<file path="src/rtl/lifo_burst_reader.sv">
// Pops a latched number of words from a registered-read LIFO and re-times them into a
// valid/ready stream with last framing, using a 2-entry skid buffer to absorb read latency.
module lifo_burst_reader #(
  parameter int unsigned DWIDTH = 8,
  parameter int unsigned AWIDTH = 3
) (
  input  logic              clk_i,
  input  logic              srst_i,
  input  logic              start_i,
  output logic              busy_o,
  output logic              done_o,
  input  logic              lifo_empty_i,
  input  logic [AWIDTH:0]   lifo_usedw_i,
  input  logic [DWIDTH-1:0] lifo_q_i,
  output logic              lifo_rdreq_o,
  output logic [DWIDTH-1:0] data_o,
  output logic              valid_o,
  output logic              last_o,
  input  logic              ready_i
);

  localparam int unsigned CW = AWIDTH + 1;

  typedef enum logic [0:0] {StIdle, StBurst} state_e;

  state_e            state_q, state_d;
  logic [CW-1:0]     req_cnt_q, req_cnt_d;
  logic [CW-1:0]     out_cnt_q, out_cnt_d;
  logic              inflight_q;
  logic [DWIDTH-1:0] buf_q [2];
  logic              wr_ptr_q, rd_ptr_q;
  logic [1:0]        occ_q;
  logic              done_q, done_d;

  logic              hs;
  logic              last_hs;
  logic              start_ok;
  logic              start_empty;
  logic [1:0]        pending;
  logic              credit;

  assign hs          = valid_o & ready_i;
  assign last_hs     = hs & (out_cnt_q == CW'(1));
  assign start_ok    = (state_q == StIdle) & start_i & (lifo_usedw_i != '0);
  assign start_empty = (state_q == StIdle) & start_i & (lifo_usedw_i == '0);
  assign pending     = occ_q + {1'b0, inflight_q};
  // A word leaving this cycle frees its slot in time for the next write, keeping 1 word/cycle.
  assign credit      = (pending < 2'd2) | ((pending == 2'd2) & hs);

  always_ff @(posedge clk_i or posedge srst_i) begin
    if (srst_i) begin
      state_q <= StIdle;
    end else begin
      state_q <= state_d;
    end
  end

  always_comb begin
    state_d = state_q;
    unique case (state_q)
      StIdle:  if (start_ok) state_d = StBurst;
      StBurst: if (last_hs) state_d = StIdle;
      default: state_d = StIdle;
    endcase
  end

  always_comb begin
    busy_o       = (state_q == StBurst);
    lifo_rdreq_o = (state_q == StBurst) & (req_cnt_q != '0) & ~lifo_empty_i & credit;
    valid_o      = (occ_q != 2'd0);
    data_o       = buf_q[rd_ptr_q];
    last_o       = valid_o & (out_cnt_q == CW'(1));
    done_o       = done_q;
  end

  always_comb begin
    req_cnt_d = req_cnt_q;
    out_cnt_d = out_cnt_q;
    done_d    = start_empty | last_hs;
    if (start_ok) begin
      req_cnt_d = lifo_usedw_i;
      out_cnt_d = lifo_usedw_i;
    end else begin
      if (lifo_rdreq_o) req_cnt_d = req_cnt_q - CW'(1);
      if (hs)           out_cnt_d = out_cnt_q - CW'(1);
    end
  end

  always_ff @(posedge clk_i or posedge srst_i) begin
    if (srst_i) begin
      req_cnt_q  <= '0;
      out_cnt_q  <= '0;
      done_q     <= 1'b0;
      inflight_q <= 1'b0;
      buf_q[0]   <= '0;
      buf_q[1]   <= '0;
      wr_ptr_q   <= 1'b0;
      rd_ptr_q   <= 1'b0;
      occ_q      <= 2'd0;
    end else begin
      req_cnt_q  <= req_cnt_d;
      out_cnt_q  <= out_cnt_d;
      done_q     <= done_d;
      inflight_q <= lifo_rdreq_o;
      if (inflight_q) begin
        buf_q[wr_ptr_q] <= lifo_q_i;
        wr_ptr_q        <= ~wr_ptr_q;
      end
      if (hs) rd_ptr_q <= ~rd_ptr_q;
      occ_q <= occ_q + {1'b0, inflight_q} - {1'b0, hs};
    end
  end

endmodule

</file>
<file path="config.mk">
export PLATFORM = sky130hd
export DESIGN_NAME = lifo_burst_reader
export DESIGN_NICKNAME = d
export VERILOG_FILES = /design/src/rtl/lifo_burst_reader.sv
export SDC_FILE = /design/constraint.sdc
export NUM_CORES = 1
export LEC_CHECK = 0
export BUFFER_PORTS_ARGS = -buffer_cell sky130_fd_sc_hd__buf_2
export CORE_MARGIN = 2
export CORE_UTILIZATION = 53
export DETAILED_ROUTE_END_ITERATION = 16
export PLACE_DENSITY = 0.74
export SETUP_SLACK_MARGIN = 0.3
export SYNTH_ARGS = -nofsm -noshare
export SYNTH_HDL_FRONTEND = slang
export SYNTH_SLANG_ARGS = --single-unit
</file>
<file path="constraint.sdc">
create_clock -name clk_i -period 2 [get_ports clk_i]
set_clock_uncertainty 0.2 [all_clocks]
set_input_delay 0.4 -clock clk_i [delete_from_list [all_inputs] [get_ports clk_i]]
set_output_delay 0.4 -clock clk_i [all_outputs]
set_load 0.02 [all_outputs]
</file>
==> flow_metrics.py, run 1 <==
metrics = {
    "clock_tree": {
        "clock_latency_ps": 320,
        "cts_tree": "yes",
        "cts_root_buffer": "clkbuf_4",
        "cts_made_buffers": 5,
        "cts_buffer_depth": 2,
        "clk_pin_slew_ps": 90,
        "htree_levels": 2,
        "cts_sinks": 31,
    },
    "route": {
        "drt-pass1-iter-count": 4,
        "drc": 0,
        "wl_per_cell_um": 15.9,
        "first_iter_violations": 34,
        "vias": 1154,
        "via_per_inst": 5.39,
        "finalWirelength_um": 3400,
        "ant_nets": 0,
    },
    "min_path": {
        "holdCritPathClass": "in -> reg",
        "min_path_cells": 2,
    },
    "pwr": {
        "swShare": 0.370,
        "pwr-share-clk": 0.086,
        "powerDensity_mw_per_mm2": 1880,
        "switchingPower_mw": 1.46,
        "internal_power_mw": 2.50,
        "p_comb_frac": 0.611,
        "ir_drop_uv": 1510,
        "power_frac_seq": 0.303,
        "finalPower_mw": 3.96,
        "p_leak_nw": 0.992,
    },
    "timing": {
        "tns_ps": -73.2,
        "min_period_over_period": 1.04,
        "min_period_ps": 2070,
        "relSlewSlack": 0.722,
        "rsz0062_at_grt": "true",
        "fmax_ghz": 0.482,
        "hold_viol_final": 0,
        "setup_viol": 1,
        "worst_slew_pin_slew_ps": 417,
        "finalMaxSlewViolations": 0,
        "finalWorstSetupSlack_ps": -73.2,
    },
    "cells_and_area": {
        "final_common_cell": "dfrtp_1",
        "nNetsFinal": 204,
        "diodes": 0,
        "multi_input_area_um2": 796,
        "final-seq-area_um2": 781,
        "syn_to_final_growth_pct": 41.1,
        "stdcell_count": 214,
        "mostFrequentLayoutCells": "dfrtp_1 (27), buf_2 (18), buf_6 (17), mux2_2 (16), buf_4 (15)",
        "fillCellCount": 171,
        "final_core_util": 0.779,
        "drive_gt1_frac": 0.552,
    },
    "global_route": {
        "grt_pass1_vias": 1224,
        "track_usage": 0.232,
        "grt_max_degree": 32,
        "antenna_found_initial": 0,
        "grt_pass1_wl_um": 5800,
        "grt_remaining_overflow": 0,
    },
    "placement": {
        "hpwl_um": 2150,
        "placedCellCount": 187,
        "numPortBuffers": 29,
        "gp_congestion": 0.804,
        "place_ws_ps": 92.2,
    },
    "setup_path": {
        "r2r_cells": 7,
        "critical-path-top-delay-family": "flip-flops",
        "path_cells": "ha_4, xnor2_4, o21bai_4, nor2_4, buf_6",
        "required_ps": 1400,
        "critical_path.max_stage_delay_ps": 440,
        "crit_path_max_fanout": 3,
        "setup.worst_path.end_class": "output port",
        "critPathSlowestCell": "dfrtp_2",
        "crit_cells": 5,
        "cp.arrival_ps": 1470,
        "cp_num_buf_inv": 1,
        "worstSetupStartpointType": "flip-flop",
        "crit_type": "reg -> out",
    },
    "logic_synthesis": {
        "avgSynthCellArea_um2": 11.8,
        "synth-async-reset-ratio": 1.00,
        "synth.distinct_cells": 31,
        "synthCells": 127,
        "synthFlopType": "dfrtp_1",
        "syn-num-nets": 149,
        "ys_seq_area_frac": 0.518,
        "ys_warn_count": 0,
        "synth-seq-cells": 31,
        "syn_area_mm2": 0.00150,
        "synth_enable_flop_cells": 0,
    },
    "die": {
        "initial_core_util": 0.552,
        "die_y_um": 57.1,
        "die_area_mm2": 0.00326,
        "num_io_pins": 30,
        "coreArea_mm2": 0.00271,
        "num_rows": 19,
        "chipWidth_um": 57.1,
    },
    "run_status": {
        "status": "complete, but fails checks",
        "violations": "setup timing",
    },
    "flow_run": {
        "maxCapViolations": 0,
    },
}
cell type report:
cell class              count  area share
flip-flops and latches     31       0.370
clock buffers               7      0.0213
multi-input cells          82       0.377
well taps                  31      0.0184
inverters                  11      0.0196
clock inverters             1     0.00237
repair buffers             51       0.191
stage by stage:
stage	instance area, um2	hold WS (ps)
2_1_floorplan	1550	254
3_3_place_gp	1740	268
3_5_place_dp	1740	277
4_1_cts	2050	118
5_1_grt	2110	120
6_report	2110	125
flip-flops by register name, indices dropped and copies added, names as in the netlist:
| register | count |
|---|---|
| buf_q | 16 |
| out_cnt_q | 4 |
| req_cnt_q | 4 |
| occ_q | 2 |
| busy_o | 1 |
| done_o | 1 |
| inflight_q | 1 |
| rd_ptr_q | 1 |
| wr_ptr_q | 1 |
metal layers:
metal,up-vias,wire length [um],track usage,part of all wire
li1,552,-,-,-
met1,582,1500,0.304,0.44
met2,16,1780,0.396,0.52
met3,4,90,0.0476,0.026
met4,0,27,0.0598,0.0079
met5,-,0,0,0
what timing repair did:
| item | 4_1_cts | 5_1_grt |
|---|---|---|
| pin swaps | 6 | 5 |
| endpoints found under the setup margin | 14 | 18 |
| hold buffers | 1 | 0 |
| setup buffers | 13 | 5 |
| endpoints found under the hold margin | 31 | 0 |
| gates resized for setup | 48 | 6 |
path summary, 6_finish.rpt:
kind                             start  slack (ps)            to
min                        lifo_q_i[6]         120      buf_q[6]
max in group asynchronous       srst_i         800    inflight_q
max reg2reg                   occ_q[0]          40  req_cnt_q[2]
min in group asynchronous       srst_i         490  out_cnt_q[0]
min reg2reg                   wr_ptr_q         300      wr_ptr_q
max                           occ_q[0]         -70  lifo_rdreq_o
logic make-up (layout without fill, tap and decap cells):
kind of cell,after synthesis,after routing,share of synthesized area
AOI/OAI and AO/OA,18,18,0.0811
xor gates and xnor gates,7,7,0.0410
adders and majority gates,5,5,0.0418
buffers and inverters,14,70,0.0376
DFF,31,31,0.518
muxes,24,24,0.181
and+or+nand+nor,28,28,0.0995
synthesized netlist by cell type (2+ instances only):
cell type,number,area (um2)
ha_1,5,62.6
nand2b_1,4,25.0
inv_1,11,41.3
a31oi_1,3,18.8
dfrtp_1,31,776
xor2_1,2,17.5
or4_1,2,15.0
nand4_1,2,12.5
nor2_1,6,22.5
clkbuf_1,2,7.51
mux2_2,24,270
xnor2_1,5,43.8
a21oi_1,4,20.0
o21ai_0,4,20.0
nand2_1,6,22.5
power by group through the flow:
stage / Sequential (mW) / Clock (mW) / Combinational, mW
CTS: 1.18 / 0.345 / 2.25
detailed placement: 1.21 / 0 / 1.56
floorplan: 1.12 / 0 / 1.25
global route: 1.24 / 0.378 / 2.58
global placement: 1.18 / 0 / 1.52
finish: 1.20 / 0.340 / 2.42
(Power assumes the default switching activity.)
==> run 2: changes to the inputs <==
CORE_UTILIZATION = 48   (was 53)
clock period = 1.8 ns   (was 2 ns; I/O delays follow)
==> run 2 against run 1 <==
Against the previous run: the run still ends with setup timing left; first-iteration DRC count is 24% lower; count of clock-buffer cells in the layout stayed put; hold slack worse by 56 ps; worst setup slack worse by 170 ps; register-to-register slack worse by 280 ps; flip-flop and latch count stayed put; critical path type is now reg -> reg.
==> flow_metrics.py, run 2 (synthesized netlist as in run 1, its figures left out) <==
metrics = {
    "timing": {
        "finalWorstSetupSlack_ps": -243,
        "setup_viol": 14,
        "rsz0062_at_grt": "true",
        "min_period_over_period": 1.13,
        "min_period_ps": 2040,
        "fmax_ghz": 0.490,
        "finalMaxSlewViolations": 0,
        "worst_slew_pin_slew_ps": 319,
        "hold_viol_final": 0,
        "relSlewSlack": 0.787,
    },
    "global_route": {
        "grt_pass1_vias": 1175,
        "grt_pass1_wl_um": 5240,
        "track_usage": 0.203,
        "grt_remaining_overflow": 0,
        "antenna_found_initial": 0,
        "grt_max_degree": 26,
    },
    "route": {
        "ant_nets": 0,
        "via_per_inst": 5.52,
        "wl_per_cell_um": 16.3,
        "vias": 1181,
        "wl_met1_um": 1390,
        "first_iter_violations": 26,
        "drc": 0,
        "routed.top_layer": "met4",
        "drt-pass1-iter-count": 4,
        "dr_wl_met2_um": 1890,
        "met3_length_um": 142,
        "finalWirelength_um": 3500,
    },
    "placement": {
        "hpwl_um": 2160,
        "gp_congestion": 0.861,
        "numPortBuffers": 29,
        "place_ws_ps": -17.9,
    },
    "die": {
        "coreArea_mm2": 0.00300,
        "initial_core_util": 0.498,
        "num_io_pins": 30,
        "die_area_mm2": 0.00358,
        "num_rows": 20,
        "die_y_um": 59.8,
        "chipWidth_um": 59.8,
    },
    "min_path": {
        "holdCritPathClass": "in -> reg",
        "worstHoldStart": "lifo_q_i[6]",
    },
    "setup_path": {
        "r2r-start": "req_cnt_q[0]",
        "required_ps": 1850,
        "path_cells": "inv_2, ha_4, nor3b_4, o21bai_4, buf_4, buf_6, or4_1, a31oi_1",
        "crit_path_max_fanout": 4,
        "critical_path.max_stage_delay_ps": 410,
        "cp.arrival_ps": 2090,
        "critPathSlowestCell": "or4_1",
        "worstSetupStartpointType": "flip-flop",
        "crit_type": "reg -> reg",
        "startpoint": "req_cnt_q[0]",
        "setup.worst_path.end_class": "flip-flop",
    },
    "pwr": {
        "powerDensity_mw_per_mm2": 2040,
        "ir_drop_uv": 1200,
        "p_leak_nw": 1.06,
        "finalPower_mw": 4.45,
    },
    "cells_and_area": {
        "fillCellCount": 207,
        "largest_register_ffs": 16,
        "reg_top3": "buf_q x16, out_cnt_q x4, req_cnt_q x4",
        "mostFrequentLayoutCells": "dfrtp_1 (28), buf_2 (19), mux2_4 (16), buf_6 (15), buf_4 (13)",
        "diodes": 0,
        "multi_input_area_um2": 875,
        "nNetsFinal": 202,
        "regMostFlops": "buf_q",
        "final-seq-area_um2": 779,
        "drive_gt1_frac": 0.569,
        "syn_to_final_growth_pct": 45.6,
        "final_common_cell": "dfrtp_1",
    },
    "clock_tree": {
        "clk_pin_slew_ps": 90,
        "cts_made_buffers": 5,
        "cts_buffer_depth": 2,
        "clock_latency_ps": 330,
        "cts_root_buffer": "clkbuf_4",
        "cts_tree": "yes",
        "htree_levels": 2,
        "cts_sinks": 31,
    },
    "run_status": {
        "violations": "setup timing",
        "status": "complete, but fails checks",
    },
    "flow_run": {
        "maxCapViolations": 0,
    },
}
run 2: metrics by stage:
| step | utilization | instance area (um2) | hold WS (ps) | setup TNS, ps | cells |
|---|---|---|---|---|---|
| 2_1_floorplan | - | 1570 | 254 | 0 | 127 |
| 3_3_place_gp | 0.590 | 1770 | 108 | 0 | 189 |
| 3_5_place_dp | 0.590 | 1770 | 121 | -17.9 | 189 |
| 4_1_cts | 0.664 | 1990 | 56.0 | -1390 | 208 |
| 5_1_grt | 0.725 | 2180 | 57.6 | -2210 | 214 |
| 6_report | 0.725 | 2180 | 68.6 | -1580 | 214 |
run 2: layer usage:
| metal | vias to the layer above | GRT usage |
|---|---|---|
| li1 | 554 | - |
| met1 | 583 | 0.231 |
| met2 | 34 | 0.351 |
| met3 | 10 | 0.0498 |
| met4 | 0 | 0.105 |
| met5 | - | 0 |
run 2: area by class of cell:
| class | count | share of cell area |
|---|---|---|
| clock buffers | 7 | 0.0207 |
| clock inverters | 1 | 0.00230 |
| inverters | 11 | 0.0190 |
| multi-input cells | 82 | 0.401 |
| flip-flops and latches | 31 | 0.358 |
| well taps | 33 | 0.0190 |
| repair buffers | 49 | 0.180 |
run 2: final timing paths:
path / endpoint / slack [ps] / cells after the start
max: req_cnt_q[2] / -240 / 8
min: buf_q[14] / 70 / 2
max reg2reg: req_cnt_q[2] / -240 / 8
min reg2reg: buf_q[6] / 310 / 1
max in group asynchronous: busy_o / 640 / 4
min in group asynchronous: buf_q[3] / 320 / 3
run 2: critical path, delay by kind of cell (launching register included):
kind | cells | cell delay, ps
compound gates | 2 | 350
fa+ha+maj | 1 | 160
buf+inv | 3 | 320
flops | 1 | 380
simple gates | 2 | 550
run 2: repair_timing:
action | in CTS | in global routing
hold buffers | 1 | 0
endpoints found under the setup margin | 33 | 28
gates resized for setup | 28 | 34
hold endpoints to repair | 6 | 0
setup buffers | 10 | 6
pin swaps | 5 | 4
run 2: report_power, final:
| group | total (mW) | switching, mW | internal [mW] |
|---|---|---|---|
| sequential | 1.37 | 0.316 | 1.06 |
| clock | 0.385 | 0.233 | 0.152 |
| combinational | 2.69 | 1.12 | 1.57 |
==> run 3: changes to the inputs <==
==> constraint.sdc (replaced) <==
create_clock -name clk_i -period 1.8 [get_ports clk_i]
set_clock_uncertainty 0.2 [all_clocks]
set_input_delay 0.27 -clock clk_i [delete_from_list [all_inputs] [get_ports clk_i]]
set_output_delay 0.27 -clock clk_i [all_outputs]
set_load 0.02 [all_outputs]
==> run 3 against run 2 <==
Against the previous run: the run still ends with setup timing left; register-to-register slack improved by 150 ps; critical path depth decreased by 2; sequential power barely moved; non-clock buffer count grew 7; wire length is 4.7% lower; flip-flop and latch count is the same; worst setup slack gained 61 ps; final area about the same; hold slack got worse by 34 ps; largest cell class unchanged; largest power group unchanged; highest routed layer unchanged.
==> flow_metrics.py, run 3 (synthesized netlist as in run 1, its figures left out) <==
metrics = {
    "run_status": {
        "status": "complete, but fails checks",
        "violations": "setup timing",
    },
    "global_route": {
        "grt_remaining_overflow": 0,
        "grt_pass1_wl_um": 4950,
        "track_usage": 0.199,
        "grt_pass1_vias": 1131,
        "grt_max_degree": 32,
        "antenna_found_initial": 0,
    },
    "cells_and_area": {
        "fillCellCount": 196,
        "final_core_util": 0.726,
        "regMostFlops": "buf_q",
        "syn_to_final_growth_pct": 45.7,
        "multi_input_area_um2": 785,
        "drive_gt1_frac": 0.548,
        "mostFrequentLayoutCells": "dfrtp_1 (29), mux2_2 (24), buf_2 (19), buf_6 (14), buf_4 (14)",
        "reg_top3": "buf_q x16, out_cnt_q x4, req_cnt_q x4",
        "final_common_cell": "dfrtp_1",
        "diodes": 0,
        "stdcell_count": 221,
        "largest_register_ffs": 16,
        "nNetsFinal": 209,
        "final-seq-area_um2": 778,
    },
    "setup_path": {
        "startpoint": "req_cnt_q[0]",
        "r2r_end": "req_cnt_q[2]",
        "worstSetupStartpointType": "flip-flop",
        "r2r_cells": 7,
        "crit_type": "reg -> out",
        "r2r-start": "req_cnt_q[0]",
        "cp.arrival_ps": 1510,
        "required_ps": 1330,
        "critPathCapture": "lifo_rdreq_o",
        "crit_path_max_fanout": 2,
        "setup.worst_path.end_class": "output port",
        "rrSetupSlack_ps": -90,
    },
    "die": {
        "initial_core_util": 0.498,
        "chipWidth_um": 59.8,
        "num_io_pins": 30,
        "die_area_mm2": 0.00358,
        "num_rows": 20,
        "die_y_um": 59.8,
        "coreArea_mm2": 0.00300,
    },
    "flow_run": {
        "maxCapViolations": 0,
    },
    "placement": {
        "gp_congestion": 0.835,
        "numPortBuffers": 29,
        "placedCellCount": 190,
        "place_ws_ps": 3.06,
    },
    "route": {
        "drc": 0,
        "wl_per_cell_um": 15.1,
        "first_iter_violations": 26,
        "finalWirelength_um": 3330,
        "drt-pass1-iter-count": 5,
        "vias": 1177,
        "via_per_inst": 5.33,
        "ant_nets": 0,
    },
    "min_path": {
        "holdCritPathClass": "in -> reg",
    },
    "clock_tree": {
        "cts_tree": "yes",
        "cts_sinks": 31,
        "cts_buffer_depth": 2,
        "htree_levels": 2,
        "clock_latency_ps": 330,
        "cts_root_buffer": "clkbuf_4",
        "clk_pin_slew_ps": 100,
        "cts_made_buffers": 5,
    },
    "timing": {
        "rsz0062_at_grt": "true",
        "fmax_ghz": 0.505,
        "min_period_ps": 1980,
        "tns_ps": -418,
        "hold_viol_final": 0,
        "worst_slew_pin_slew_ps": 385,
        "finalMaxSlewViolations": 0,
        "finalWorstSetupSlack_ps": -181,
        "setup_viol": 9,
        "relSlewSlack": 0.743,
        "min_period_over_period": 1.10,
    },
    "pwr": {
        "p_leak_nw": 1.01,
        "finalPower_mw": 4.34,
        "powerDensity_mw_per_mm2": 1990,
        "ir_drop_uv": 1040,
    },
}
==> run 3: cell types whose count changed in the layout (fill, tap and decap cells not counted), sizes merged <==
cell | previous run | this run
bufinv | 0 | 1
clkbuf | 7 | 6
dlygate4sd3 | 1 | 9
buf | 48 | 47
==> run 3: metal layers <==
layer,part of all wire,GRT usage,up-vias
met5,0,0,-
met3,0.059,0.0671,11
met4,0.023,0.0984,0
met2,0.53,0.345,52
li1,-,-,562
met1,0.39,0.213,552
==> run 3: critical path: stages (launching register included) <==
cell and delay (ps):
dfrtp_1 390, inv_2 60, ha_4 160, nor3b_4 140, o21bai_4 180, nor2_4 120
buf_6 130
==> run 3: repair_timing <==
action	in CTS	in global routing
hold buffers	9	0
pin swaps	8	3
setup endpoints to repair	33	21
buffers inserted	11	3
gates resized for setup	33	13
endpoints found under the hold margin	47	0
==> run 3: layout make-up <==
cell class / instances / share of cell area
sequential: 31 / 0.357
clock buffer: 6 / 0.0235
inverter: 11 / 0.0189
clock inverter: 2 / 0.0161
tap: 33 / 0.0189
multi-input combinational: 82 / 0.360
timing repair buffer: 56 / 0.206
==> run 3: power by group <==
| part | leakage, nW | switching, mW | internal (mW) |
|---|---|---|---|
| Sequential | 0.361 | 0.287 | 1.05 |
| Clock | 0.0482 | 0.242 | 0.328 |
| Combinational | 0.600 | 1.06 | 1.37 |
==> run 3: worst min path at each step <==
stage	startpoint	endpoint	slack, ps	depth (start not counted)
floorplan	srst_i	buf_q[0]	170	1
global placement	srst_i	buf_q[7]	160	3
detailed placement	srst_i	buf_q[15]	170	3
CTS	lifo_usedw_i[0]	out_cnt_q[0]	4	3
global route	lifo_usedw_i[0]	out_cnt_q[0]	20	3
finish	lifo_usedw_i[0]	out_cnt_q[0]	30	3
==> run 3: stage by stage <==
stage	area (um2)	hold WS (ps)
2_1_floorplan	1550	174
3_3_place_gp	1750	160
3_5_place_dp	1750	173
4_1_cts	2110	3.79
5_1_grt	2180	15.1
6_report	2180	34.5
